--- config.mk ---
export PLATFORM = sky130hd
export DESIGN_NAME = alarm_annunciator
export DESIGN_NICKNAME = d
export VERILOG_FILES = /design/src/rtl/alarm_pkg.sv /design/src/rtl/tick_counter.sv /design/src/rtl/alarm_annunciator.sv
export SDC_FILE = /design/constraint.sdc
export NUM_CORES = 1
export LEC_CHECK = 0
export ABC_CLOCK_PERIOD_IN_PS = 2200
export CORE_UTILIZATION = 35
export DETAILED_ROUTE_END_ITERATION = 8
export PLACE_DENSITY = 0.56
export SLEW_MARGIN = 20
export SYNTH_ARGS = -nofsm -noshare
export SYNTH_HDL_FRONTEND = slang
export SYNTH_SLANG_ARGS = --single-unit
--- constraint.sdc ---
create_clock -name clk -period 2.2 [get_ports clk]
set_input_delay 0.66 -clock clk [delete_from_list [all_inputs] [get_ports clk]]
set_output_delay 0.66 -clock clk [all_outputs]
set_load 0.05 [all_outputs]
--- src/rtl/alarm_pkg.sv ---
// alarm_pkg: encodings shared between the alarm state register (state_change)
// and its downstream annunciator.
//   alarm_state_e : 2-bit alarm state carried on the 'state' bus
//   ann_state_e   : internal annunciator FSM states
package alarm_pkg;

    typedef enum logic [1:0] {
        ST_DISARMED = 2'b00,
        ST_ARMED    = 2'b01,
        ST_ALARM    = 2'b10,
        ST_RSVD     = 2'b11
    } alarm_state_e;

    typedef enum logic [1:0] {
        AnnOff      = 2'b00,
        AnnArmInd   = 2'b01,
        AnnSounding = 2'b10,
        AnnSilenced = 2'b11
    } ann_state_e;

endpackage

--- src/rtl/tick_counter.sv ---
// tick_counter: tick-enabled counter with clear and terminal-count flag.
//   clk_i, rst_i : clock, synchronous active-high reset
//   clr_i        : force count to zero (wins over tick_i)
//   tick_i       : advance by one
//   wrap_i       : at terminal count, 1 = wrap to zero, 0 = saturate
//   term_i       : terminal count value
//   next_o       : count value that will be loaded on the next edge
//   tc_o         : current count has reached term_i
module tick_counter #(
    parameter int unsigned Width = 8
) (
    input  logic             clk_i,
    input  logic             rst_i,
    input  logic             clr_i,
    input  logic             tick_i,
    input  logic             wrap_i,
    input  logic [Width-1:0] term_i,
    output logic [Width-1:0] next_o,
    output logic             tc_o
);

    logic [Width-1:0] cnt_q, cnt_d;

    always_comb begin
        // >= keeps the counter bounded even if term_i drops below the count
        tc_o  = (cnt_q >= term_i);
        cnt_d = cnt_q;
        if (clr_i) begin
            cnt_d = '0;
        end else if (tick_i) begin
            if (tc_o) begin
                cnt_d = wrap_i ? '0 : cnt_q;
            end else begin
                cnt_d = cnt_q + Width'(1);
            end
        end
        next_o = cnt_d;
    end

    always_ff @(posedge clk_i) begin
        if (rst_i) begin
            cnt_q <= '0;
        end else begin
            cnt_q <= cnt_d;
        end
    end

endmodule

--- src/rtl/alarm_annunciator.sv ---
// alarm_annunciator: timed, registered LED/buzzer indication for the alarm state.
//   clk       : system clock
//   rst       : synchronous active-high reset
//   tick_lf   : one-cycle low-frequency time-base pulse
//   state     : alarm state (00 disarmed, 01 armed, 10 alarm, 11 treated as alarm)
//   ack       : debounced acknowledge level, rising edge silences the buzzer
//   armed_led : armed blip while armed, steady on during alarm
//   alarm_led : flashing while sounding, steady once silenced
//   buzzer    : follows alarm_led while sounding, off once silenced
module alarm_annunciator
    import alarm_pkg::*;
#(
    parameter int unsigned ARM_PERIOD    = 8,
    parameter int unsigned ALARM_TIMEOUT = 60,
    parameter int unsigned CNT_W         = 8
) (
    input  logic       clk,
    input  logic       rst,
    input  logic       tick_lf,
    input  logic [1:0] state,
    input  logic       ack,
    output logic       armed_led,
    output logic       alarm_led,
    output logic       buzzer
);

    if (ARM_PERIOD < 2 || ARM_PERIOD > (2 ** CNT_W) - 1) begin : g_bad_arm_period
        $error("alarm_annunciator: ARM_PERIOD out of range");
    end
    if (ALARM_TIMEOUT < 1 || ALARM_TIMEOUT > (2 ** CNT_W) - 1) begin : g_bad_timeout
        $error("alarm_annunciator: ALARM_TIMEOUT out of range");
    end

    localparam logic [CNT_W-1:0] ArmTerm     = CNT_W'(ARM_PERIOD - 1);
    localparam logic [CNT_W-1:0] TimeoutTerm = CNT_W'(ALARM_TIMEOUT - 1);

    ann_state_e       fsm_q, fsm_d;
    logic             ack_q, ack_rise;
    logic             entry;
    // Flash phase: 0 = lamp-on half, so clearing it on entry starts the flash lit.
    logic             phase_q, phase_d;
    logic             cnt_tick, cnt_wrap, cnt_tc;
    logic [CNT_W-1:0] cnt_term, cnt_next;
    logic             armed_led_d, alarm_led_d, buzzer_d;

    tick_counter #(
        .Width (CNT_W)
    ) u_tick_counter (
        .clk_i  (clk),
        .rst_i  (rst),
        .clr_i  (entry),
        .tick_i (cnt_tick),
        .wrap_i (cnt_wrap),
        .term_i (cnt_term),
        .next_o (cnt_next),
        .tc_o   (cnt_tc)
    );

    // Next FSM state
    always_comb begin
        ack_rise = ack & ~ack_q;
        fsm_d    = fsm_q;
        case (alarm_state_e'(state))
            ST_DISARMED: fsm_d = AnnOff;
            ST_ARMED:    fsm_d = AnnArmInd;
            default: begin
                // ST_ALARM and ST_RSVD both alarm; SILENCED holds until state leaves.
                if (fsm_q == AnnSounding) begin
                    if ((tick_lf && cnt_tc) || ack_rise) begin
                        fsm_d = AnnSilenced;
                    end
                end else if (fsm_q != AnnSilenced) begin
                    fsm_d = AnnSounding;
                end
            end
        endcase
    end

    // Counter control, flash phase and next outputs
    always_comb begin
        entry    = (fsm_d != fsm_q);
        // A state change in a tick cycle wins; that tick is dropped via clr.
        cnt_tick = tick_lf && (fsm_q == AnnArmInd || fsm_q == AnnSounding);
        cnt_wrap = (fsm_q == AnnArmInd);
        cnt_term = (fsm_q == AnnArmInd) ? ArmTerm : TimeoutTerm;

        phase_d = phase_q;
        if (entry) begin
            phase_d = 1'b0;
        end else if (fsm_q == AnnSounding && tick_lf) begin
            phase_d = ~phase_q;
        end

        armed_led_d = 1'b0;
        alarm_led_d = 1'b0;
        buzzer_d    = 1'b0;
        unique case (fsm_d)
            AnnOff: ;
            AnnArmInd: armed_led_d = (cnt_next == '0);
            AnnSounding: begin
                armed_led_d = 1'b1;
                alarm_led_d = ~phase_d;
                buzzer_d    = ~phase_d;
            end
            AnnSilenced: begin
                armed_led_d = 1'b1;
                alarm_led_d = 1'b1;
            end
        endcase
    end

    always_ff @(posedge clk) begin
        if (rst) begin
            fsm_q     <= AnnOff;
            phase_q   <= 1'b0;
            ack_q     <= 1'b0;
            armed_led <= 1'b0;
            alarm_led <= 1'b0;
            buzzer    <= 1'b0;
        end else begin
            fsm_q     <= fsm_d;
            phase_q   <= phase_d;
            ack_q     <= ack;
            armed_led <= armed_led_d;
            alarm_led <= alarm_led_d;
            buzzer    <= buzzer_d;
        end
    end

endmodule

# Word level (Yosys, flattened, before mapping)
# Index checks and enable logic that the tools add are counted.
dict set report op_classes {
  n_addsub 1
  mul 0
  n_div 0
  n_lt_le_gt_ge 1
  eq_ne 8
  n_shift 0
  muxes 13
  n_bitwise 5
  n_reduce_logical 9
}
# op n
set ops {}
lappend ops {{$mux W8} 4}
lappend ops {{$add A8 B1 Y8 const B} 1}
lappend ops {{$ge A8 B6 Y1} 1}
lappend ops {{$logic_not A8 Y1} 1}
lappend ops {{$eq A2 B1 Y1 const B} 3}
lappend ops {{$eq A2 B2 Y1 const B} 3}
lappend ops {{$mux W2} 3}
lappend ops {{$mux W6} 1}
lappend ops {{$not A1 Y1} 4}
lappend ops {{$pmux W1 S2} 2}
lappend ops {{$pmux W2 S2} 1}
lappend ops {{$reduce_or A2 Y1} 2}
lappend ops {{$logic_and A1 B1 Y1} 3}
lappend ops {{$logic_not A2 Y1} 1}
lappend ops {{$logic_or A1 B1 Y1} 2}
lappend ops {{$mux W1} 2}
lappend ops {{$ne A2 B2 Y1} 1}
lappend ops {{$ne A2 B2 Y1 const B} 1}
lappend ops {{$and A1 B1 Y1} 1}
dict set report totals {
  regBits 15
  latch_bits 0
  ramBits 0
  rom_bits 0
  output_inout_bits 3
  memories 0
}

# Logic depth before layout (Yosys ltp)
# Gate-level depths: netlist of run 1.
dict set report logic_depth {
  depth_word 12
  ltp_mapped 11
}

# Hierarchy
# A second synthesis of run 1 with hierarchy kept.
dict set report hier_totals {
  cells_unflattened 146
  area_unflattened_um2 1138.6
}
# mod instances cells_per_inst area_per_inst_um2
set modules_own_cells {}
lappend modules_own_cells {tick_counter 1 99 728.2}
lappend modules_own_cells {alarm_annunciator 1 47 410.4}

# Worst setup path after synthesis of run 1
# No wires, ideal clock.
dict set report synth_path {
  kind {register to register}
  from {register fsm_q[1]}
  to {register u_tick_counter.cnt_q[6]}
  setup_time_ns 0.066
  arrival_ns 2.293
  required_ns 2.134
  path_slack_ns -0.159
  path_stages_with_launch 12
  period_less_slack_ns 2.359
  path_cell_list {dfxtp_1 -> inv_1 -> ha_1 -> inv_1 -> ha_1 -> and3b_4 -> o31ai_4 -> nand2_2 -> a32o_1 -> or2_1 -> buf_6 -> a21oi_2}
}
dict set report synth_between {
  elab_chain_cells 10
}
# item line_no
set synth_lines {}
lappend synth_lines {{from (decl)} alarm_annunciator.sv:37} ;# ann_state_e fsm_q, fsm_d;
lappend synth_lines {{from (signal assigned)} alarm_annunciator.sv:114} ;# fsm_q <= AnnOff;
lappend synth_lines {{from (signal assigned)} alarm_annunciator.sv:121} ;# fsm_q <= fsm_d;
lappend synth_lines {{$eq A2 B1 Y1} {alarm_annunciator.sv:83, alarm_annunciator.sv:84, alarm_annunciator.sv:85}}
lappend synth_lines {{$mux W6} alarm_annunciator.sv:85} ;# cnt_term = (fsm_q == AnnArmInd) ? ArmTerm : TimeoutTerm;
lappend synth_lines {{$ge A8 B6 Y1} tick_counter.sv:26} ;# tc_o = (cnt_q >= term_i);
lappend synth_lines {{$logic_and A1 B1 Y1} alarm_annunciator.sv:69} ;# if ((tick_lf && cnt_tc) || ack_rise) begin
lappend synth_lines {{$logic_or A1 B1 Y1} alarm_annunciator.sv:69}
lappend synth_lines {{$mux W2} alarm_annunciator.sv:69}
lappend synth_lines {{$mux W2} alarm_annunciator.sv:68} ;# if (fsm_q == AnnSounding) begin
lappend synth_lines {{$pmux W2 S2} alarm_annunciator.sv:63} ;# case (alarm_state_e'(state))
lappend synth_lines {{$ne A2 B2 Y1} alarm_annunciator.sv:81} ;# entry = (fsm_d != fsm_q);
lappend synth_lines {{$mux W8 *} tick_counter.sv:28} ;# if (clr_i) begin
lappend synth_lines {{to (signal assigned)} tick_counter.sv:44} ;# cnt_q <= cnt_d;
lappend synth_lines {{to (decl)} tick_counter.sv:22} ;# logic [Width-1:0] cnt_q, cnt_d;
# Every way passes the cells marked *; elsewhere a longest branch is shown, timed or not.
# A chain may end at the register's enable or synchronous reset.

# Final worst setup path of run 1
dict set report layout_path {
  from {register fsm_q[1]}
  to {register armed_led}
}
dict set report layout_between {
  elab_chain_cells 12
}
# item line_no
set layout_lines {}
lappend layout_lines {{$eq A2 B1 Y1} {alarm_annunciator.sv:83, alarm_annunciator.sv:84, alarm_annunciator.sv:85}}
lappend layout_lines {{$mux W6} alarm_annunciator.sv:85}
lappend layout_lines {{$ge A8 B6 Y1} tick_counter.sv:26}
lappend layout_lines {{$logic_and A1 B1 Y1} alarm_annunciator.sv:69}
lappend layout_lines {{$logic_or A1 B1 Y1} alarm_annunciator.sv:69}
lappend layout_lines {{$mux W2} alarm_annunciator.sv:69}
lappend layout_lines {{$mux W2} alarm_annunciator.sv:68}
lappend layout_lines {{$pmux W2 S2} alarm_annunciator.sv:63}
lappend layout_lines {{$ne A2 B2 Y1} alarm_annunciator.sv:81}
lappend layout_lines {{$mux W8} tick_counter.sv:28}
lappend layout_lines {{$logic_not A8 Y1} alarm_annunciator.sv:99} ;# AnnArmInd: armed_led_d = (cnt_next == '0);
lappend layout_lines {{$pmux W1 S2 *} alarm_annunciator.sv:97} ;# unique case (fsm_d)
lappend layout_lines {{to (signal assigned)} alarm_annunciator.sv:124} ;# armed_led <= armed_led_d;
lappend layout_lines {{to (decl)} alarm_annunciator.sv:22} ;# output logic armed_led,
# Marked as above.

==> summary.txt, run 1 <==
RUN STATUS
--------------------------------------------------------------------------------------------------
Status                                                                                complete, but fails checks
Failing checks                                                                        setup timing

SETUP PATH
--------------------------------------------------------------------------------------------------
Worst Setup End Kind                                                                          flop
Worst setup path category                                                                  reg2reg
Largest fanout on the critical path                                                              4
CP Data Arrival Time                                                                       2.52 ns
Worst setup SP type                                                                           flop
Required time reported for the critical path endpoint                                      2.39 ns

FLOORPLAN
--------------------------------------------------------------------------------------------------
Die boundary height                                                                        57.0 um
Starting utilization of the core area                                                        37.7%
Placeable core area                                                                     2810 sq um
Die area                                                                                3240 sq um
Horizontal die dimension                                                                   57.0 um
Number of standard-cell rows in the floorplan                                                   19
Boundary Pins                                                                                    9

CTS
--------------------------------------------------------------------------------------------------
Maximum count of clock buffers along a single path                                               2
H-tree depth reported by CTS                                                                     1
Clock Latency Late Sink                                                                    0.27 ns
CTS Sinks                                                                                       15
Clock transition time at the flip-flop clock pins of the worst setup and hold paths        0.09 ns
TritonCTS clock tree                                                                           yes
TritonCTS Buffers                                                                                3
Quantity of hold-fixing buffers added after cts                                                  0
Cell chosen for the clock root                                                            clkbuf_4

STA
--------------------------------------------------------------------------------------------------
Final max-slew violation count                                                                   0
Count of endpoints failing setup in the final report                                            10
Max Clk Rate                                                                               429 MHz
Relative slew margins                                                                        66.9%
Least setup slack across all paths after layout                                          -0.132 ns
Hold Violations, Final                                                                           0
RSZ-0062 raised after global routing                                                           yes
Setup skew after layout                                                                 0.00160 ns
Time the final worst path needs with I/O delays and setup                                  2.33 ns
Period Utilization, post-route                                                                106%
Pin slew with the least headroom to its limit                                             0.496 ns

PLACE
--------------------------------------------------------------------------------------------------
Count of input and output buffers                                                                8
HPWL after detailed placement                                                              2.04 mm
Area post-placement                                                                     1400 sq um
Routability congestion estimate from global placement                                        0.789
Worst Setup Slack post-DPL                                                               -0.306 ns

SYNTHESIS
--------------------------------------------------------------------------------------------------
Register bit total from synthesis                                                               15
EDFF count, synth                                                                                0
Dominant cell type by area after synthesis                                                 dfxtp_1
Cell area after synthesis                                                               1060 sq um
Yosys warning total                                                                              0
Most frequent cell after synthesis                                                         dfxtp_1
Share of flip-flops with an asynchronous set or reset                                           0%
Total nets after synthesis                                                                     142
Number of distinct standard cells referenced by the synthesized netlist                         45
Most frequent cells after synthesis                                                   dfxtp_1, nor2_1, ha_1
Number of standard cells after synthesis                                                       126
Most frequently used flop master after synthesis                                           dfxtp_1
Proportion of synthesized chip area in sequential cells                                      28.4%
Mean area per synthesized cell                                                          8.39 sq um
Share of the synthesized area in the top cell type                                           28.4%
Largest cells by area after synthesis                                                 dfxtp_1, ha_1, nor2_2

DETAILED ROUTING
--------------------------------------------------------------------------------------------------
Via count of the routed design                                                                1068
Vias per cell                                                                                 5.31
Remaining antenna violation count after routing                                                  0
Starting DRT DRC Count                                                                          18
First drt pass iteration count                                                                   4
Detailed Route WL                                                                          2.87 mm
Post-detailed-route DRC marker count                                                             0
Post-detailed-route wirelength per cell                                                    14.3 um

PWR
--------------------------------------------------------------------------------------------------
Net Switching                                                                             0.176 mW
Clock network fraction of design power                                                       25.7%
Pwr Density                                                                            370 nW/um^2
Power, Total                                                                              0.599 mW
Internal power consumption                                                                0.423 mW
LEAKAGE                                                                                   0.635 nW
Comb power frac                                                                              27.0%
Portion of total power attributed to sequential cells                                        47.3%
Maximum ir drop on the vdd rail                                                           0.341 mV
Sw Share                                                                                     29.4%

LAYOUT
--------------------------------------------------------------------------------------------------
Share of cells above drive strength 1                                                        47.6%
Utilization after layout                                                                     57.7%
Post-Layout Inst Area                                                                   1620 sq um
Number of inserted diodes                                                                        0
Filler cells                                                                                   264
Layout overhead on the synthesized area                                                      53.0%
Net count reported at finish                                                                   187

GRT
--------------------------------------------------------------------------------------------------
Via count of the first global-routing pass                                                    1078
Largest net degree at the start of global routing                                               10
Global-route usage over all layers                                                           18.5%
Initial antenna violation count                                                                  0
Final global-route overflow total                                                                0
First-pass GRT wire length                                                                 4.84 mm

MIN PATH
--------------------------------------------------------------------------------------------------
Worst min-delay path class                                                                 reg2reg

FLOW RUN
--------------------------------------------------------------------------------------------------
Maxcap violations                                                                                0

==> what timing repair did <==
item                       CTS  global route
setup endpoints to repair   11            13
resized for setup           17            14
gates cloned                 1             0
setup buffers                2             1
pin swaps                    7            12
==> power by group through the flow <==
stage | combinational (mW) | sequential (mW) | clock [mW]
after CTS | 0.147 | 0.284 | 0.161
final | 0.162 | 0.284 | 0.154
after global placement | 0.131 | 0.290 | 0
after floorplan | 0.0570 | 0.308 | 0
after global routing | 0.176 | 0.285 | 0.168
after detailed placement | 0.131 | 0.290 | 0
==> cell families (layout without fill, tap and decap cells) <==
logic type      Yosys count  in the layout  synth area share [%]
fa+ha+maj                10             10                  11.8
xor+xnor                  1              1                 0.829
flops                    15             15                  28.4
buf+inv                   9             52                  3.91
simple gates             61             62                  32.7
compound gates           27             27                  19.5
mux                       3              3                  2.84
==> metal layers <==
metal / up-vias / track usage, % / share of wire [%] / routed length [um]
met5: - / 0 / 0 / 0
met4: 0 / 5.92 / 1.9 / 54
met3: 6 / 0.907 / 2.2 / 63
met2: 14 / 29.2 / 47 / 1360
met1: 507 / 27.1 / 49 / 1390
li1: 541 / - / - / -
==> registers in the layout (all words and copies together), names as in the netlist <==
register	flops
buzzer	1
phase_q	1
ack_q	1
armed_led	1
u_tick_counter.cnt_q	8
fsm_q	2
alarm_led	1
==> final cells by class <==
type	count	area, sq um	share of cell area [%]
Multi-Input combinational cell	103	885	54.7
Inverter	7	28.8	1.78
Sequential cell	15	303	18.7
Tap cell	31	38.8	2.40
Timing Repair Buffer	41	335	20.7
Clock buffer	3	22.5	1.39
Clock inverter	1	5.00	0.309
==> worst max-delay path: stages (launching register included) <==
cell and delay [ns]:
dfxtp_2 0.33, inv_2 0.07, ha_4 0.15, inv_4 0.05, buf_4 0.14, ha_1 0.31, nor2_4 0.12, o31a_4 0.18
nor2_4 0.06, a221oi_2 0.26, buf_4 0.17, o2111ai_2 0.11, o31ai_2 0.30
==> cells in the final DEF, fill, tap and decap left out, types with 3 or more instances in the layout <==
| master | instances |
|---|---|
| nand2_1 | 8 |
| nor2b_1 | 3 |
| nor2_4 | 3 |
| dfxtp_1 | 13 |
| clkdlybuf4s50_1 | 8 |
| nor2_2 | 8 |
| inv_1 | 5 |
| ha_1 | 6 |
| nor2_1 | 9 |
| buf_4 | 31 |
| a21oi_2 | 3 |
| ha_4 | 4 |
| nand2b_1 | 6 |
| nor3b_1 | 3 |
| clkbuf_4 | 3 |
| o21ai_0 | 5 |
| mux2i_1 | 3 |
==> worst paths after layout <==
check,from,end,slack [ns],cells past startpoint
setup / recovery,fsm_q[1],armed_led,-0.13,12
hold / removal,u_tick_counter.cnt_q[7],u_tick_counter.cnt_q[7],0.50,2
hold reg to reg,u_tick_counter.cnt_q[7],u_tick_counter.cnt_q[7],0.50,2
setup reg to reg,fsm_q[1],armed_led,-0.13,12
==> metrics by stage <==
step	cells	setup TNS (ns)	hold WS, ns
4_1_cts	200	-0.0665	0.489
3_5_place_dp	193	-2.81	0.467
5_1_grt	201	-1.51	0.521
3_3_place_gp	193	-2.50	0.461
2_1_floorplan	126	0	0.433
6_report	201	-0.432	0.496
Power figures use the tool's default switching activity.
==> inputs of run 2 (changes only) <==
--- a/config.mk
+++ b/config.mk
@@ -5,7 +5,6 @@
 export SDC_FILE = /design/constraint.sdc
 export NUM_CORES = 1
 export LEC_CHECK = 0
-export ABC_CLOCK_PERIOD_IN_PS = 2200
 export CORE_UTILIZATION = 35
 export DETAILED_ROUTE_END_ITERATION = 8
 export PLACE_DENSITY = 0.56
==> results of run 2 <==
Same layout as run 1: the final DEF is identical, and so are final timing and power.
==> patch 1 (flow settings as in run 1) <==
Encoding of `ann_state_e`: now Gray code (2 bits for 4 states).
--- a/src/rtl/alarm_pkg.sv
+++ b/src/rtl/alarm_pkg.sv
@@ -14,8 +14,8 @@
     typedef enum logic [1:0] {
         AnnOff      = 2'b00,
         AnnArmInd   = 2'b01,
-        AnnSounding = 2'b10,
-        AnnSilenced = 2'b11
+        AnnSounding = 2'b11,
+        AnnSilenced = 2'b10
     } ann_state_e;
 
 endpackage
Behaviour: no difference found for any inputs over 10 cycles, from zero or initial values and one cycle with rst high; not proved beyond that.
==> patch 1 against run 1 <==
- the run still ends with negative setup slack left
- clock skew grew 0.0030 ns
- routed wire length decreased by 13%
- non-clock buffer count decreased by 5
- critical path depth is 2 lower
- sequential cell count unchanged
- total power is 5.9% lower
- area after synthesis fell by 9.9%
- worst setup slack improved by 0.040 ns
- final area fell by 13%
- cell count shrank 8.5%
==> patch 1: results (changes against run 1) <==
# setup viols final=13 (+3); post-synthesis mux area share=0.02365 (-0.004749); Post-synth top cells=dfxtp_1 (15), nand2_1 (14), nor2_1 (13); worst slew pin tran=0.5744 ns (+0.07875 ns); Total GRT Usage=0.1922 (+0.007280); cells on worst reg2reg path=10 (-2); total number of vias=978 (-8.4%); Final HPWL DP=1.892 mm (-7.1%); share of cells above drive strength 1=0.3636 (-0.1128); Distinct cells, synth=35 (-22%); CP Max Fanout=7 (+3); VDD IR max=389.9 µV (+14%); complex-gate fraction of the synthesized area=0.2470 (+0.05178); post-synthesis sequential area ratio=0.3154 (+0.03135); post-synthesis adder-cell area fraction=0.06570 (-0.05264); XOR/XNOR Fraction of Synth Area=0.009198 (+0.0009144); first-pass GRT wire length=3.939 mm (-19%); WL final=2.497 mm (-13%); First DRT Iteration DRCs=26 (+8); failing checks=negative setup slack; status=complete, but fails checks; Final WS setup=-0.09198 ns (+0.03989 ns); gp weighted congestion=0.8598 (+9.0%); layout filler cell count=242 (-8.3%); CP peak stage delay=0.40 ns (+0.07 ns); wire per inst=13.57 µm (-4.9%); nets=166 (-11%)
[patch 1: area by class of cell]
class                   count  area [µm²]  share of cell area
clock buffers               3       22.52             0.01603
flip-flops and latches     15       302.8              0.2155
clock inverters             1       5.005            0.003562
inverters                   3       13.76            0.009795
repair buffers             36       297.8              0.2119
well taps                  30       37.54             0.02671
multi-input cells          96       725.7              0.5165
[patch 1: path summary, 6_finish.rpt]
check,end,slack (ns),startpoint
worst max-delay path,u_tick_counter.cnt_q[5],-0.09,fsm_q[0]
worst min-delay path,u_tick_counter.cnt_q[7],0.45,u_tick_counter.cnt_q[7]
worst max register to register,u_tick_counter.cnt_q[5],-0.09,fsm_q[0]
worst min register to register,u_tick_counter.cnt_q[7],0.45,u_tick_counter.cnt_q[7]
[patch 1: worst reg2reg max path: stages, from the launching register on]
cell and delay (ns):
dfxtp_2 0.34, nor2b_4 0.16, inv_4 0.08, ha_4 0.23, a21oi_4 0.15, o41ai_2 0.09
or3_4 0.40, buf_6 0.15, or3_1 0.35, a21o_1 0.19, a21oi_2 0.10
[patch 1: logic make-up (layout without fill, tap and decap cells)]
family                     count (synthesis)  after routing
adders and majority gates                  5              5
AOI/OAI and AO/OA                         33             33
xor gates and xnor gates                   1              1
and+or+nand+nor                           55             55
DFF                                       15             15
muxes                                      2              2
buffers and inverters                      9             43
[patch 1: where the power goes]
group / switching (µW) / internal [µW]
sequential: 3.19 / 280
clock: 93.8 / 67.7
combinational: 63.8 / 55.5
[patch 1: stage by stage]
stage / util / setup slack (ns)
2_1_floorplan: - / -0.02195
5_1_grt: 0.5570 / -0.2175
4_1_cts: 0.5298 / -0.09610
3_3_place_gp: 0.4970 / -0.2037
6_report: 0.5570 / -0.09198
3_5_place_dp: 0.4970 / -0.1945
[patch 1: routing by layer]
layer	GRT usage	vias up	wire, µm
met5	0	-	0
met1	0.2542	451	1230
met4	0.07692	0	28
met2	0.3110	21	1174
met3	0.02542	4	63
li1	-	502	-
[patch 1: what timing repair did]
| action | 4_1_cts | 5_1_grt |
|---|---|---|
| gates cloned | 0 | 0 |
| endpoints found under the hold margin | 0 | 0 |
| setup buffers | 1 | 0 |
| setup endpoints to repair | 13 | 13 |
| gates resized for setup | 8 | 10 |
| pin swaps | 9 | 5 |
==> patch 2 (settings of run 1) <==
Made on the original files. Set the parameter `CNT_W` to 9 (it was 8).
--- a/src/rtl/alarm_annunciator.sv
+++ b/src/rtl/alarm_annunciator.sv
@@ -12,7 +12,7 @@
 #(
     parameter int unsigned ARM_PERIOD    = 8,
     parameter int unsigned ALARM_TIMEOUT = 60,
-    parameter int unsigned CNT_W         = 8
+    parameter int unsigned CNT_W         = 9
 ) (
     input  logic       clk,
     input  logic       rst,
Function: no difference found for any inputs over 10 cycles, from zero or initial values and one cycle with rst high; that may be too few to reach the edited logic, so the function may still have changed.
==> patch 2 against run 1 <==
- the flow still finishes with violations (negative setup slack)
- area after synthesis up 4.3%
- first-iteration DRC count rose to 3.0 times the old value
- worst setup slack better by 0.10 ns
- sequential cell count up 1
- total power up 7.1%
- routed wire length down 5.3%
- sequential share of layout area up 2.2 points
- final area down 4.7%
- maximum frequency up 4.6%
- critical endpoint is now alarm_led
- highest routed layer unchanged
==> patch 2: results (changes against run 1) <==
VDD IR max=185.2 µV (-46%); vias in the first global route=1028 (-4.6%); Skew-Pair Late Insertion Delay=0.29 ns (+0.02 ns); Total GRT Usage=0.1816 (-0.003289); CP endpoint=alarm_led; layout filler cell count=295 (+12%); post-synthesis sequential area ratio=0.2906 (+0.006555); complex-gate fraction of the synthesized area=0.2486 (+0.05331); Final HPWL DP=2.182 mm (+7.2%); WL final=2.715 mm (-5.3%); share of cells above drive strength 1=0.3136 (-0.1629); FF-to-FF End=alarm_led; Final WS setup=-0.02929 ns (+0.1026 ns); Post-synth top cells=dfxtp_1 (16), nor2_1 (15), inv_1 (11), nand2_1 (11), ha_1 (10); first-pass GRT wire length=4.664 mm (-3.7%); dpl cell area=1473 µm² (+5.0%); status=complete, but fails checks; pre-CTS WS=-0.2232 ns (+0.08323 ns); post-synthesis mux area share=0.01816 (-0.01024); slowest cell on the critical path=or3_2; # setup viols final=7 (-3); worst slew pin tran=0.4899 ns (-0.005754 ns); Inst Count DP=209 (+8.3%); XOR/XNOR Fraction of Synth Area=0.01589 (+0.007607); gp weighted congestion=0.8708 (+10%); failing checks=negative setup slack; setup TNS=-0.1193 ns (+0.3129 ns); post-synthesis adder-cell area fraction=0.1135 (-0.004836); P&R area growth vs syn=39.84%
## patch 2: worst min-delay path by stage
| stage | startpoint | to | slack [ns] | depth (start not counted) |
|---|---|---|---|---|
| 2_1_floorplan | u_tick_counter.cnt_q[8] | u_tick_counter.cnt_q[8] | 0.42 | 2 |
| 3_3_place_gp | u_tick_counter.cnt_q[8] | u_tick_counter.cnt_q[8] | 0.43 | 2 |
| 3_5_place_dp | u_tick_counter.cnt_q[7] | u_tick_counter.cnt_q[7] | 0.44 | 2 |
| 4_1_cts | u_tick_counter.cnt_q[7] | u_tick_counter.cnt_q[7] | 0.45 | 2 |
| 5_1_grt | u_tick_counter.cnt_q[7] | u_tick_counter.cnt_q[7] | 0.49 | 2 |
| 6_report | u_tick_counter.cnt_q[7] | u_tick_counter.cnt_q[7] | 0.45 | 2 |
## patch 2: repair_timing
action / CTS / global route
hold endpoints to repair: 0 / 0
pin swaps: 4 / 0
hold buffers: 0 / 0
endpoints found under the setup margin: 12 / 13
resized for setup: 4 / 3
## patch 2: power groups by stage
stage               clock network [µW]  registers, µW  logic (µW)
CTS                                213            302         133
detailed placement                   0            308         127
global placement                     0            308         126
global route                       231            303         145
floorplan                            0            326        55.9
finish                             207            301         133
## patch 2: per-layer routing
| layer | share of wire | routed length [µm] | global-route usage |
|---|---|---|---|
| met1 | 0.47 | 1288 | 0.2374 |
| met3 | 0.044 | 120 | 0.04241 |
| met5 | 0 | 0 | 0 |
| met4 | 0.011 | 30 | 0.05782 |
| met2 | 0.47 | 1275 | 0.2956 |
## patch 2: final cells by class
class,instances,area share
Multi-Input combinational cell,102,0.5130
Sequential cell,16,0.2094
Timing Repair Buffer,36,0.1883
Tap cell,44,0.03571
Inverter,11,0.03003
Clock buffer,4,0.02354
